$ cat config.mk
export PLATFORM = sky130hd
export DESIGN_NAME = pipeline_ctrl_flat
export DESIGN_NICKNAME = d
export VERILOG_FILES = /design/src/rtl/pipeline_ctrl_if.sv /design/src/rtl/pipeline_ctrl.sv /design/src/flat_wrapper.sv
export SDC_FILE = /design/constraint.sdc
export NUM_CORES = 1
export LEC_CHECK = 0
export CORE_ASPECT_RATIO = 2
export CORE_MARGIN = 2
export CORE_UTILIZATION = 37
export DETAILED_ROUTE_END_ITERATION = 16
export PLACE_DENSITY = 0.78
export REMOVE_ABC_BUFFERS = 1
export SLEW_MARGIN = 20
export SYNTH_ARGS = -nofsm -noshare
export SYNTH_HDL_FRONTEND = slang
export SYNTH_SLANG_ARGS = --single-unit
$ cat constraint.sdc
create_clock -name clock -period 2.6 [get_ports clock]
set_input_delay 0.39 -clock clock [delete_from_list [all_inputs] [get_ports clock]]
set_output_delay 0.39 -clock clock [all_outputs]
set_load 0.01 [all_outputs]
$ cat src/rtl/pipeline_ctrl_if.sv
// Control bundle between the five-stage datapath and its hazard/sequencing controller.
// The datapath side (master) supplies the instructions and status and receives the control lines.
interface pipeline_ctrl_if #(
    parameter int CNT_W = 16
);
    logic [31:0]      insn_fd;
    logic [31:0]      insn_dx;
    logic             branch_taken;
    logic             md_ready;
    logic             pc_we;
    logic             fd_we;
    logic             dx_we;
    logic             fd_flush;
    logic             dx_flush;
    logic             xm_flush;
    logic             md_start;
    logic             md_busy;
    logic             md_timeout;
    logic [CNT_W-1:0] stall_count;

    modport master (
        output insn_fd, insn_dx, branch_taken, md_ready,
        input  pc_we, fd_we, dx_we, fd_flush, dx_flush, xm_flush,
        input  md_start, md_busy, md_timeout, stall_count
    );

    modport slave (
        input  insn_fd, insn_dx, branch_taken, md_ready,
        output pc_we, fd_we, dx_we, fd_flush, dx_flush, xm_flush,
        output md_start, md_busy, md_timeout, stall_count
    );
endinterface

$ cat src/rtl/pipeline_ctrl.sv
// Hazard controller for the five-stage pipeline: mult/div freeze, branch squash, load-use stall,
// multdiv start handshake and a saturating stall-cycle counter.
module pipeline_ctrl #(
    parameter int MD_TIMEOUT = 40,
    parameter int CNT_W      = 16
) (
    input  logic              clock,
    input  logic              reset,
    pipeline_ctrl_if.slave    bus
);
    localparam int WAIT_W = $clog2(MD_TIMEOUT + 1);

    typedef enum logic [0:0] {
        IDLE    = 1'b0,
        MD_WAIT = 1'b1
    } state_t;

    state_t              state_r;
    logic [WAIT_W-1:0]   wait_cnt_r;
    logic                md_timeout_r;
    logic [CNT_W-1:0]    stall_count_r;

    logic [4:0]  fd_opcode_s, fd_rd_s, fd_rs_s, fd_rt_s;
    logic [4:0]  dx_opcode_s, dx_rd_s, dx_aluop_s;
    logic        fd_reads_rs_s, fd_reads_rt_s, fd_reads_rd_s;
    logic        dx_is_md_s, dx_is_lw_s, load_use_s, wait_last_s;
    logic        pc_we_s, fd_we_s, dx_we_s, fd_flush_s, dx_flush_s, xm_flush_s;
    logic        md_start_s, md_busy_s, stall_s, release_s;

    assign fd_opcode_s = bus.insn_fd[31:27];
    assign fd_rd_s     = bus.insn_fd[26:22];
    assign fd_rs_s     = bus.insn_fd[21:17];
    assign fd_rt_s     = bus.insn_fd[16:12];
    assign dx_opcode_s = bus.insn_dx[31:27];
    assign dx_rd_s     = bus.insn_dx[26:22];
    assign dx_aluop_s  = bus.insn_dx[6:2];

    assign fd_reads_rs_s = (fd_opcode_s == 5'b00000) || (fd_opcode_s == 5'b00101) ||
                           (fd_opcode_s == 5'b00111) || (fd_opcode_s == 5'b01000) ||
                           (fd_opcode_s == 5'b00010) || (fd_opcode_s == 5'b00110);
    assign fd_reads_rt_s = (fd_opcode_s == 5'b00000);
    assign fd_reads_rd_s = (fd_opcode_s == 5'b00111) || (fd_opcode_s == 5'b00010) ||
                           (fd_opcode_s == 5'b00110) || (fd_opcode_s == 5'b00100);

    assign dx_is_md_s = (dx_opcode_s == 5'b00000) &&
                        ((dx_aluop_s == 5'b00110) || (dx_aluop_s == 5'b00111));
    assign dx_is_lw_s = (dx_opcode_s == 5'b01000);

    // A load writing $0 never creates a dependency.
    assign load_use_s = dx_is_lw_s && (dx_rd_s != 5'd0) &&
                        ((fd_reads_rs_s && (fd_rs_s == dx_rd_s)) ||
                         (fd_reads_rt_s && (fd_rt_s == dx_rd_s)) ||
                         (fd_reads_rd_s && (fd_rd_s == dx_rd_s)));

    assign wait_last_s = (wait_cnt_r == WAIT_W'(MD_TIMEOUT - 1));

    // Mealy control decode in hazard priority order; held at idle values while in reset.
    always_comb begin
        pc_we_s    = 1'b1;
        fd_we_s    = 1'b1;
        dx_we_s    = 1'b1;
        fd_flush_s = 1'b0;
        dx_flush_s = 1'b0;
        xm_flush_s = 1'b0;
        md_start_s = 1'b0;
        md_busy_s  = 1'b0;
        stall_s    = 1'b0;
        release_s  = 1'b0;
        if (reset) begin
            case (state_r)
                IDLE: begin
                    if (dx_is_md_s) begin
                        {pc_we_s, fd_we_s, dx_we_s} = 3'b000;
                        xm_flush_s = 1'b1;
                        md_start_s = 1'b1;
                        md_busy_s  = 1'b1;
                        stall_s    = 1'b1;
                    end else if (bus.branch_taken) begin
                        fd_flush_s = 1'b1;
                        dx_flush_s = 1'b1;
                    end else if (load_use_s) begin
                        pc_we_s    = 1'b0;
                        fd_we_s    = 1'b0;
                        dx_flush_s = 1'b1;
                        stall_s    = 1'b1;
                    end else begin
                        md_busy_s = 1'b0;
                    end
                end
                MD_WAIT: begin
                    md_busy_s = 1'b1;
                    if (bus.md_ready || wait_last_s) begin
                        release_s = 1'b1;
                    end else begin
                        {pc_we_s, fd_we_s, dx_we_s} = 3'b000;
                        xm_flush_s = 1'b1;
                        stall_s    = 1'b1;
                    end
                end
                default: begin
                    md_busy_s = 1'b0;
                end
            endcase
        end else begin
            md_busy_s = 1'b0;
        end
    end

    // Sequencing state, multdiv wait counter, sticky timeout flag and stall counter.
    always_ff @(posedge clock or negedge reset) begin
        if (!reset) begin
            state_r       <= IDLE;
            wait_cnt_r    <= {WAIT_W{1'b0}};
            md_timeout_r  <= 1'b0;
            stall_count_r <= {CNT_W{1'b0}};
        end else begin
            case (state_r)
                IDLE: begin
                    if (dx_is_md_s) begin
                        state_r    <= MD_WAIT;
                        wait_cnt_r <= {WAIT_W{1'b0}};
                    end else begin
                        state_r <= IDLE;
                    end
                end
                MD_WAIT: begin
                    if (release_s) begin
                        state_r <= IDLE;
                        if (!bus.md_ready) begin
                            md_timeout_r <= 1'b1;
                        end else begin
                            md_timeout_r <= md_timeout_r;
                        end
                    end else begin
                        wait_cnt_r <= wait_cnt_r + WAIT_W'(1);
                    end
                end
                default: begin
                    state_r <= IDLE;
                end
            endcase
            if (stall_s && (stall_count_r != {CNT_W{1'b1}})) begin
                stall_count_r <= stall_count_r + CNT_W'(1);
            end else begin
                stall_count_r <= stall_count_r;
            end
        end
    end

    assign bus.pc_we       = pc_we_s;
    assign bus.fd_we       = fd_we_s;
    assign bus.dx_we       = dx_we_s;
    assign bus.fd_flush    = fd_flush_s;
    assign bus.dx_flush    = dx_flush_s;
    assign bus.xm_flush    = xm_flush_s;
    assign bus.md_start    = md_start_s;
    assign bus.md_busy     = md_busy_s;
    assign bus.md_timeout  = md_timeout_r;
    assign bus.stall_count = stall_count_r;
endmodule

$ cat src/flat_wrapper.sv
// flat-port wrapper written by rule: the top's interface ports become plain ports
module pipeline_ctrl_flat 
#(
    parameter int MD_TIMEOUT = 40,
    parameter int CNT_W      = 16
)
  (clock, reset, bus_insn_fd, bus_insn_dx, bus_branch_taken, bus_md_ready, bus_pc_we, bus_fd_we, bus_dx_we, bus_fd_flush, bus_dx_flush, bus_xm_flush, bus_md_start, bus_md_busy, bus_md_timeout, bus_stall_count);
  pipeline_ctrl_if #(.CNT_W(CNT_W)) bus_i ();
  input  logic clock;
  input  logic reset;
  input wire logic [$bits(bus_i.insn_fd)-1:0] bus_insn_fd;
  input wire logic [$bits(bus_i.insn_dx)-1:0] bus_insn_dx;
  input wire logic [$bits(bus_i.branch_taken)-1:0] bus_branch_taken;
  input wire logic [$bits(bus_i.md_ready)-1:0] bus_md_ready;
  output wire logic [$bits(bus_i.pc_we)-1:0] bus_pc_we;
  output wire logic [$bits(bus_i.fd_we)-1:0] bus_fd_we;
  output wire logic [$bits(bus_i.dx_we)-1:0] bus_dx_we;
  output wire logic [$bits(bus_i.fd_flush)-1:0] bus_fd_flush;
  output wire logic [$bits(bus_i.dx_flush)-1:0] bus_dx_flush;
  output wire logic [$bits(bus_i.xm_flush)-1:0] bus_xm_flush;
  output wire logic [$bits(bus_i.md_start)-1:0] bus_md_start;
  output wire logic [$bits(bus_i.md_busy)-1:0] bus_md_busy;
  output wire logic [$bits(bus_i.md_timeout)-1:0] bus_md_timeout;
  output wire logic [$bits(bus_i.stall_count)-1:0] bus_stall_count;
  assign bus_i.insn_fd = bus_insn_fd;
  assign bus_i.insn_dx = bus_insn_dx;
  assign bus_i.branch_taken = bus_branch_taken;
  assign bus_i.md_ready = bus_md_ready;
  assign bus_pc_we = bus_i.pc_we;
  assign bus_fd_we = bus_i.fd_we;
  assign bus_dx_we = bus_i.dx_we;
  assign bus_fd_flush = bus_i.fd_flush;
  assign bus_dx_flush = bus_i.dx_flush;
  assign bus_xm_flush = bus_i.xm_flush;
  assign bus_md_start = bus_i.md_start;
  assign bus_md_busy = bus_i.md_busy;
  assign bus_md_timeout = bus_i.md_timeout;
  assign bus_stall_count = bus_i.stall_count;
  pipeline_ctrl #(.MD_TIMEOUT(MD_TIMEOUT), .CNT_W(CNT_W)) u_core (.clock(clock), .reset(reset), .bus(bus_i));
endmodule
==> metrics.txt, run 1 <==
# TYPE chip_impl_metric gauge
chip_impl_info{name="run_status",value="complete, no violations"} 1
chip_impl_metric{name="detailroute.wirelength.met2",unit="um"} 2240
chip_impl_metric{name="synthesis.yosys.warnings",unit=""} 0
chip_impl_metric{name="wl_met1",unit="um"} 1420
chip_impl_metric{name="leakage",unit="nW"} 1.07
chip_impl_metric{name="maximum_number_of_pins_on_one_net_before_global_route_repair",unit=""} 19
chip_impl_metric{name="timing.reg2reg.setup_slack",unit="ns"} 0.34
chip_impl_metric{name="timing.final.hold_violations",unit=""} 0
chip_impl_metric{name="die_height",unit="um"} 94.8
chip_impl_metric{name="ff_latch_area",unit="um2"} 601
chip_impl_metric{name="largest_stage_delay_worst_path",unit="ns"} 0.58
chip_impl_metric{name="timing.critical_path.buf_inv",unit=""} 4
chip_impl_metric{name="wire_length_of_the_first_global_routing_pass",unit="um"} 6190
chip_impl_info{name="worst_path_dominant_cell_family",value="buffers and inverters"} 1
chip_impl_metric{name="drt-wirelength-per-cell",unit="um"} 12.9
chip_impl_metric{name="floorplan.core_area",unit="mm2"} 0.00405
chip_impl_metric{name="antenna_cells",unit=""} 0
chip_impl_metric{name="critical_path_peak_fanout",unit=""} 3
chip_impl_metric{name="maximum_vdd_drop",unit="mV"} 0.278
chip_impl_metric{name="syn_area_per_cell",unit="um2"} 9.13
chip_impl_metric{name="post_synth_and_or_nand_nor_area_fraction",unit="%"} 29.2
chip_impl_metric{name="routed_wirelength",unit="um"} 3870
chip_impl_metric{name="dieArea",unit="mm2"} 0.00468
chip_impl_metric{name="ys_types",unit=""} 38
chip_impl_metric{name="vias",unit=""} 1495
chip_impl_metric{name="multi_input_logic_area",unit="um2"} 927
chip_impl_metric{name="dieWidth",unit="um"} 49.4
chip_impl_metric{name="clk_pin_slew",unit="ns"} 0.08
chip_impl_metric{name="synth.cell_area",unit="mm2"} 0.00153
chip_impl_metric{name="globalRoute.totalOverflow",unit=""} 0
chip_impl_metric{name="layout-area-overhead-vs-synth",unit="%"} 58.1
chip_impl_metric{name="whs",unit="ns"} 0.502
chip_impl_metric{name="timing.clock.skew",unit="ns"} 0.00933
chip_impl_metric{name="post_route_cells_drive_above_1_share",unit="%"} 17.4
chip_impl_metric{name="synth_async_sr_flop_share",unit="%"} 100
chip_impl_metric{name="finalWorstPathRequiredPeriod",unit="ns"} 2.54
chip_impl_info{name="worst-setup-path-type",value="input port to primary output"} 1
chip_impl_metric{name="drcViolationCount",unit=""} 0
chip_impl_metric{name="timing.max_slew.rel_slack",unit="%"} 74.5
chip_impl_metric{name="powerDensity",unit="mW/mm2"} 366
chip_impl_info{name="timing.critical_path.slowest_stage_cell",value="sky130_fd_sc_hd__or4_4"} 1
chip_impl_metric{name="clk_path_buf_depth",unit=""} 2
chip_impl_info{name="startpoint_type",value="input port"} 1
chip_impl_metric{name="timing.final.setup_violations",unit=""} 0
chip_impl_metric{name="cp_data_arrival_time",unit="ns"} 2.15
chip_impl_metric{name="placement_rows",unit=""} 33
chip_impl_metric{name="final_antenna_net_count",unit=""} 0
chip_impl_metric{name="fin_nets",unit=""} 318
chip_impl_metric{name="port_buffers",unit=""} 62
chip_impl_metric{name="first_global_vias",unit=""} 1490
chip_impl_metric{name="cts_setup_buffers",unit=""} 0
chip_impl_info{name="synth_area_leader_cell",value="sky130_fd_sc_hd__dfrtp_1"} 1
chip_impl_metric{name="start_util",unit="%"} 37.7
chip_impl_metric{name="number_of_antenna_violations_at_the_first_check_in_global_routing",unit=""} 0
chip_impl_info{name="clock-root-buffer",value="sky130_fd_sc_hd__clkbuf_8"} 1
chip_impl_info{name="hold_path_class",value="flop to flop"} 1
chip_impl_metric{name="cts_htree_levels",unit=""} 1
chip_impl_info{name="synthTopCellsByArea",value="sky130_fd_sc_hd__dfrtp_1 39%, sky130_fd_sc_hd__xnor2_1 9.2%, sky130_fd_sc_hd__xor2_1 8.0%"} 1
chip_impl_metric{name="yosysSeqAreaShare",unit="%"} 39.4
chip_impl_metric{name="cts_inserted_buffers",unit=""} 3
chip_impl_info{name="yosys_most_used_dff",value="sky130_fd_sc_hd__dfrtp_1"} 1
chip_impl_metric{name="flop_and_latch_count_out_of_synthesis",unit=""} 24
chip_impl_metric{name="ios",unit=""} 93
chip_impl_metric{name="post_drt_via_cell_ratio",unit=""} 5.00
chip_impl_metric{name="synth_edf_count",unit=""} 0
chip_impl_metric{name="multiplexer_share_of_the_synthesized_area",unit="%"} 0.738
chip_impl_metric{name="synth-adder-area-share",unit="%"} 2.38
chip_impl_info{name="critical_path.cell_chain",value="clkdlybuf4s50_1, or4_4, nor4_4, o21ai_1, buf_4, inv_1, dlygate4sd2_1"} 1
chip_impl_metric{name="final-max-slew-violation-count",unit=""} 0
chip_impl_metric{name="max_clock_freq",unit="MHz"} 394
chip_impl_metric{name="crit_required",unit="ns"} 2.21
chip_impl_metric{name="synthDominantCellAreaShare",unit="%"} 39.4
chip_impl_info{name="synthMostInstantiatedCell",value="sky130_fd_sc_hd__dfrtp_1"} 1
chip_impl_metric{name="yosys.area_share.xor_xnor",unit="%"} 17.2
chip_impl_metric{name="cts_num_sinks",unit=""} 24
chip_impl_metric{name="wl_met3",unit="um"} 149
chip_impl_info{name="synth_commonest_cells",value="24 x sky130_fd_sc_hd__dfrtp_1, 18 x sky130_fd_sc_hd__nand2_1, 16 x sky130_fd_sc_hd__xnor2_1"} 1
chip_impl_info{name="route.top_layer_used",value="met4"} 1
chip_impl_metric{name="grtUsageTotal",unit="%"} 16.5
chip_impl_info{name="tritoncts",value="yes"} 1
chip_impl_metric{name="post-route-period-util",unit="%"} 97.6
chip_impl_metric{name="worst_pin_slew",unit="ns"} 0.382
chip_impl_metric{name="cap_viol_max_count",unit=""} 0
chip_impl_metric{name="drtPass1Iterations",unit=""} 4
chip_impl_metric{name="detailedRoute.firstIterationViolations",unit=""} 13
chip_impl_info{name="main_combinational_cell_family_by_area_after_synthesis",value="simple AND/OR/NAND/NOR gates"} 1
chip_impl_metric{name="number_of_buffers_added_to_fix_hold_violations_after_cts",unit=""} 0
chip_impl_info{name="cp-end-kind",value="primary output"} 1
chip_impl_metric{name="post_synthesis_compound_gate_area_fraction",unit="%"} 7.63
chip_impl_metric{name="worst_skew_pair.late_latency",unit="ns"} 0.27
chip_impl_metric{name="detail_placement_hpwl",unit="um"} 3210
chip_impl_metric{name="filler_cells_inserted",unit=""} 386
chip_impl_metric{name="gp_routability_congestion",unit=""} 0.783
chip_impl_metric{name="design_power",unit="W"} 0.000881
chip_impl_metric{name="synthesis.instances",unit=""} 167
==> cell usage in the layout (no fill, tap or decap), drive strengths merged, types with 8 or more instances in the layout <==
master,n
xor2,14
buf,21
nor3,8
nor2,13
xnor2,16
dfrtp,24
clkdlybuf4s50,53
nand4,8
nand2,18
o21ai,10
nand3,8
==> cell families (layout without fill, tap and decap cells) <==
| kind of cell | Yosys count | after routing |
|---|---|---|
| and+or+nand+nor | 78 | 78 |
| xor gates and xnor gates | 30 | 30 |
| DFF | 24 | 24 |
| AOI/OAI and AO/OA | 20 | 20 |
| buffers and inverters | 11 | 91 |
| adders and majority gates | 3 | 3 |
| muxes | 1 | 1 |
==> worst register-to-register path: stages, from the launching register on <==
cell and delay (ns):
sky130_fd_sc_hd__dfrtp_1 0.40, sky130_fd_sc_hd__ha_1 0.24, sky130_fd_sc_hd__nand4b_1 0.15, sky130_fd_sc_hd__o21bai_1 0.24
sky130_fd_sc_hd__nor2_1 0.07, sky130_fd_sc_hd__o21ai_1 0.21, sky130_fd_sc_hd__o31a_1 0.26, sky130_fd_sc_hd__buf_4 0.25
sky130_fd_sc_hd__nor2b_2 0.07, sky130_fd_sc_hd__mux2_2 0.27
==> layer usage <==
metal / track usage [%] / vias up
met2: 34.1 / 51
li1: - / 746
met3: 1.58 / 6
met1: 16.4 / 692
met5: 0 / -
met4: 5.79 / 0
==> registers in the layout, summed over array words and instances, names as in the netlist <==
register	flops
u_core.bus.md_timeout	1
u_core.bus.stall_count	16
u_core.state_r	1
u_core.wait_cnt_r	6
==> report_power, final <==
part / internal (W) / switching (W)
registers: 0.000389 / 0.0000226
clock network: 0.000135 / 0.000119
logic: 0.000130 / 0.0000854
==> repair_timing <==
action	CTS	global route
endpoints found under the setup margin	8	5
pin swaps	1	4
gates resized for setup	20	8
==> through the flow <==
step / util [%] / std cells / worst slack [ns] / cell area [um2] / setup TNS [ns]
floorplan: - / 163 / 0.173 / 1500 / 0
CTS: 58.9 / 299 / -0.0420 / 2380 / -0.0420
global placement: 57.3 / 295 / -0.275 / 2320 / -2.46
finish: 59.6 / 299 / 0.0612 / 2410 / 0
global route: 59.6 / 299 / -0.0136 / 2410 / -0.0136
detailed placement: 57.3 / 295 / -0.303 / 2320 / -3.16
==> worst paths after layout <==
kind,cells after the start,to,start
worst min register to register,2,u_core.bus.md_timeout,u_core.bus.md_timeout
worst max register to register,9,u_core.bus.stall_count[1],u_core.wait_cnt_r[0]
max in group asynchronous,2,u_core.bus.stall_count[6],reset
worst min-delay path,2,u_core.bus.md_timeout,u_core.bus.md_timeout
worst max-delay path,7,bus_xm_flush,bus_insn_dx[29]
min in group asynchronous,2,u_core.wait_cnt_r[3],reset
==> cell type report <==
type | count | area share, %
Sequential cell | 24 | 24.9
Clock buffer | 4 | 2.28
Inverter | 7 | 1.09
Timing Repair Buffer | 80 | 30.6
Multi-Input combinational cell | 132 | 38.5
Tap cell | 52 | 2.70
(Power assumes the default switching activity.)
==> run 2, diff against run 1 <==
CORE_UTILIZATION = 38   (was 37)
CTS_BUF_LIST = sky130_fd_sc_hd__clkbuf_8   (was not set)
PLACE_DENSITY = 0.8   (was 0.78)
==> metrics.txt, run 2 (synthesis results as in run 1) <==
# TYPE chip_impl_metric gauge
chip_impl_info{name="hold_path_class",value="flop to flop"} 1
chip_impl_metric{name="drt-wirelength-per-cell",unit="um"} 13.2
chip_impl_metric{name="number_of_antenna_violations_at_the_first_check_in_global_routing",unit=""} 0
chip_impl_metric{name="layoutNonFillerInstCount",unit=""} 295
chip_impl_metric{name="fin_nets",unit=""} 315
chip_impl_metric{name="clk_pin_slew",unit="ns"} 0.08
chip_impl_metric{name="timing.final.setup_violations",unit=""} 0
chip_impl_metric{name="drtPass1Iterations",unit=""} 4
chip_impl_metric{name="timing.reg2reg.setup_slack",unit="ns"} 0.26
chip_impl_metric{name="timing.clock.skew",unit="ns"} 0.00528
chip_impl_metric{name="cap_viol_max_count",unit=""} 0
chip_impl_metric{name="grt_use_met3",unit="%"} 1.44
chip_impl_metric{name="maximum_number_of_pins_on_one_net_before_global_route_repair",unit=""} 28
chip_impl_info{name="critical_path.cell_chain",value="clkdlybuf4s50_1, inv_1, maj3_2, nor4_2, a21oi_2, o31a_1, buf_2"} 1
chip_impl_metric{name="use_met2",unit="%"} 36.0
chip_impl_metric{name="numPlacedInstances",unit=""} 291
chip_impl_metric{name="ios",unit=""} 93
chip_impl_metric{name="maximum_vdd_drop",unit="mV"} 0.262
chip_impl_info{name="tritoncts",value="yes"} 1
chip_impl_info{name="cp-end-kind",value="primary output"} 1
chip_impl_metric{name="post_drt_via_cell_ratio",unit=""} 5.12
chip_impl_metric{name="finalWorstPathRequiredPeriod",unit="ns"} 2.48
chip_impl_metric{name="wire_length_of_the_first_global_routing_pass",unit="um"} 6350
chip_impl_metric{name="port_buffers",unit=""} 62
chip_impl_metric{name="crit_required",unit="ns"} 2.21
chip_impl_metric{name="hold_depth",unit=""} 2
chip_impl_metric{name="largest_stage_delay_worst_path",unit="ns"} 0.47
chip_impl_metric{name="timing.critical_path.buf_inv",unit=""} 3
chip_impl_metric{name="cts_inserted_buffers",unit=""} 3
chip_impl_metric{name="start_util",unit="%"} 39.7
chip_impl_info{name="busiest_layer",value="met2"} 1
chip_impl_info{name="run_status",value="complete, no violations"} 1
chip_impl_metric{name="timing.reg2reg.worst_path_depth",unit=""} 11
chip_impl_info{name="hold_worst_path_end",value="u_core.bus.md_timeout"} 1
chip_impl_metric{name="clk_path_buf_depth",unit=""} 2
chip_impl_metric{name="placement_rows",unit=""} 32
chip_impl_metric{name="leakage",unit="nW"} 1.09
chip_impl_metric{name="timing.final.hold_violations",unit=""} 0
chip_impl_info{name="layout.cells.most_common_list",value="50 x sky130_fd_sc_hd__clkdlybuf4s50_1, 24 x sky130_fd_sc_hd__dfrtp_1, 18 x sky130_fd_sc_hd__nand2_1"} 1
chip_impl_metric{name="number_of_buffers_added_to_fix_hold_violations_after_cts",unit=""} 0
chip_impl_metric{name="detailedRoute.firstIterationViolations",unit=""} 14
chip_impl_info{name="clock-root-buffer",value="sky130_fd_sc_hd__clkbuf_8"} 1
chip_impl_info{name="startpoint_type",value="input port"} 1
chip_impl_metric{name="dieWidth",unit="um"} 48.8
chip_impl_metric{name="die_height",unit="um"} 93.6
chip_impl_metric{name="floorplan.core_area",unit="mm2"} 0.00384
chip_impl_metric{name="detail_placement_hpwl",unit="um"} 3110
chip_impl_metric{name="timing.max_slew.rel_slack",unit="%"} 77.2
chip_impl_metric{name="max_reg_flops",unit=""} 16
chip_impl_metric{name="critical_path_peak_fanout",unit=""} 3
chip_impl_metric{name="first_global_vias",unit=""} 1519
chip_impl_metric{name="cts_num_sinks",unit=""} 24
chip_impl_info{name="worst_path_dominant_cell_family",value="buffers and inverters"} 1
chip_impl_metric{name="gp_routability_congestion",unit=""} 0.787
chip_impl_metric{name="final-max-slew-violation-count",unit=""} 0
chip_impl_metric{name="post-route-period-util",unit="%"} 95.3
chip_impl_info{name="timing.critical_path.slowest_stage_cell",value="sky130_fd_sc_hd__clkdlybuf4s50_1"} 1
chip_impl_metric{name="globalRoute.totalOverflow",unit=""} 0
chip_impl_metric{name="worst_pin_slew",unit="ns"} 0.341
chip_impl_info{name="worst-setup-path-type",value="input port to primary output"} 1
chip_impl_metric{name="final_antenna_net_count",unit=""} 0
chip_impl_metric{name="routed_wirelength",unit="um"} 3890
chip_impl_metric{name="filler_cells_inserted",unit=""} 345
chip_impl_metric{name="grtUsageTotal",unit="%"} 17.6
chip_impl_info{name="reg2reg_to",value="u_core.bus.stall_count[13]"} 1
chip_impl_metric{name="dp_worst_setup_slack",unit="ns"} -0.284
chip_impl_metric{name="post_route_cells_drive_above_1_share",unit="%"} 17.6
chip_impl_info{name="mostFrequentLayoutCell",value="sky130_fd_sc_hd__clkdlybuf4s50_1"} 1
chip_impl_info{name="crit-reg2reg-launch",value="u_core.wait_cnt_r[0]"} 1
chip_impl_metric{name="worst_skew_pair.late_latency",unit="ns"} 0.26
chip_impl_metric{name="layout_setup_ws",unit="ns"} 0.123
chip_impl_info{name="hold_path.startpoint",value="u_core.bus.md_timeout"} 1
chip_impl_metric{name="max_clock_freq",unit="MHz"} 404
chip_impl_metric{name="powerDensity",unit="mW/mm2"} 386
chip_impl_metric{name="met1_usage",unit="%"} 17.3
chip_impl_metric{name="drcViolationCount",unit=""} 0
chip_impl_metric{name="cts_htree_levels",unit=""} 1
chip_impl_metric{name="layout-area-overhead-vs-synth",unit="%"} 59.8
chip_impl_metric{name="cp_data_arrival_time",unit="ns"} 2.09
chip_impl_metric{name="dieArea",unit="mm2"} 0.00457
chip_impl_metric{name="vias",unit=""} 1510
chip_impl_metric{name="antenna_cells",unit=""} 0
[run 2: power by group]
part           internal [W]  total [W]  switching, W
Sequential         0.000389   0.000414     0.0000246
Combinational      0.000124   0.000208     0.0000833
Clock              0.000206   0.000318      0.000113
Total              0.000719   0.000940      0.000221
[run 2: cell type report]
cell class / count / area (um2) / area share (%)
inverters: 7 / 26.3 / 1.08
flip-flops and latches: 24 / 601 / 24.6
well taps: 51 / 63.8 / 2.62
multi-input cells: 132 / 950 / 39.0
clock inverters: 1 / 30.0 / 1.23
repair buffers: 77 / 726 / 29.8
clock buffers: 3 / 41.3 / 1.69
[run 2: stage by stage]
step	TNS, ns	instance area, um2	total power [W]	hold WS [ns]	utilization [%]
after floorplan	0	1500	0.000490	0.0944	-
after global placement	-2.74	2300	0.000625	0.452	59.7
after detailed placement	-3.60	2300	0.000629	0.455	59.7
after CTS	-0.0220	2370	0.000946	0.476	61.6
after global routing	-0.00263	2440	0.000990	0.500	63.4
final	0	2440	0.000940	0.479	63.4
[run 2: routing by layer]
metal / share of wire [%] / wire, um
met1: 34 / 1340
met2: 60 / 2320
met3: 4.2 / 165
met4: 1.6 / 61
met5: 0 / 0
[run 2: repair_timing]
action,4_1_cts,5_1_grt
gates cloned,0,0
endpoints found under the setup margin,9,9
gates resized for setup,16,21
buffers inserted,0,0
pin swaps,2,7
[run 2: worst max path at each step]
stage                     slack (ns)  cells past startpoint            startpoint                        end
final                           0.12                      7       bus_insn_fd[29]                  bus_pc_we
after global routing          -0.002                      9       bus_insn_fd[27]               bus_dx_flush
after CTS                      -0.02                      6       bus_insn_dx[31]                  bus_pc_we
after detailed placement       -0.28                      7       bus_insn_fd[28]                  bus_pc_we
after global placement         -0.26                      7       bus_insn_fd[28]                  bus_pc_we
after floorplan                 0.17                      8  u_core.wait_cnt_r[0]  u_core.bus.stall_count[1]
[run 2: worst register-to-register path: stages (launching register included)]
cell	delay, ns
sky130_fd_sc_hd__dfrtp_1	0.42
sky130_fd_sc_hd__ha_1	0.26
sky130_fd_sc_hd__nand4b_1	0.13
sky130_fd_sc_hd__o21bai_1	0.09
sky130_fd_sc_hd__buf_4	0.15
sky130_fd_sc_hd__nand2_1	0.06
sky130_fd_sc_hd__nand3b_1	0.07
sky130_fd_sc_hd__o31a_1	0.35
sky130_fd_sc_hd__buf_6	0.16
sky130_fd_sc_hd__buf_4	0.18
sky130_fd_sc_hd__nor3_2	0.19
sky130_fd_sc_hd__xor2_1	0.18
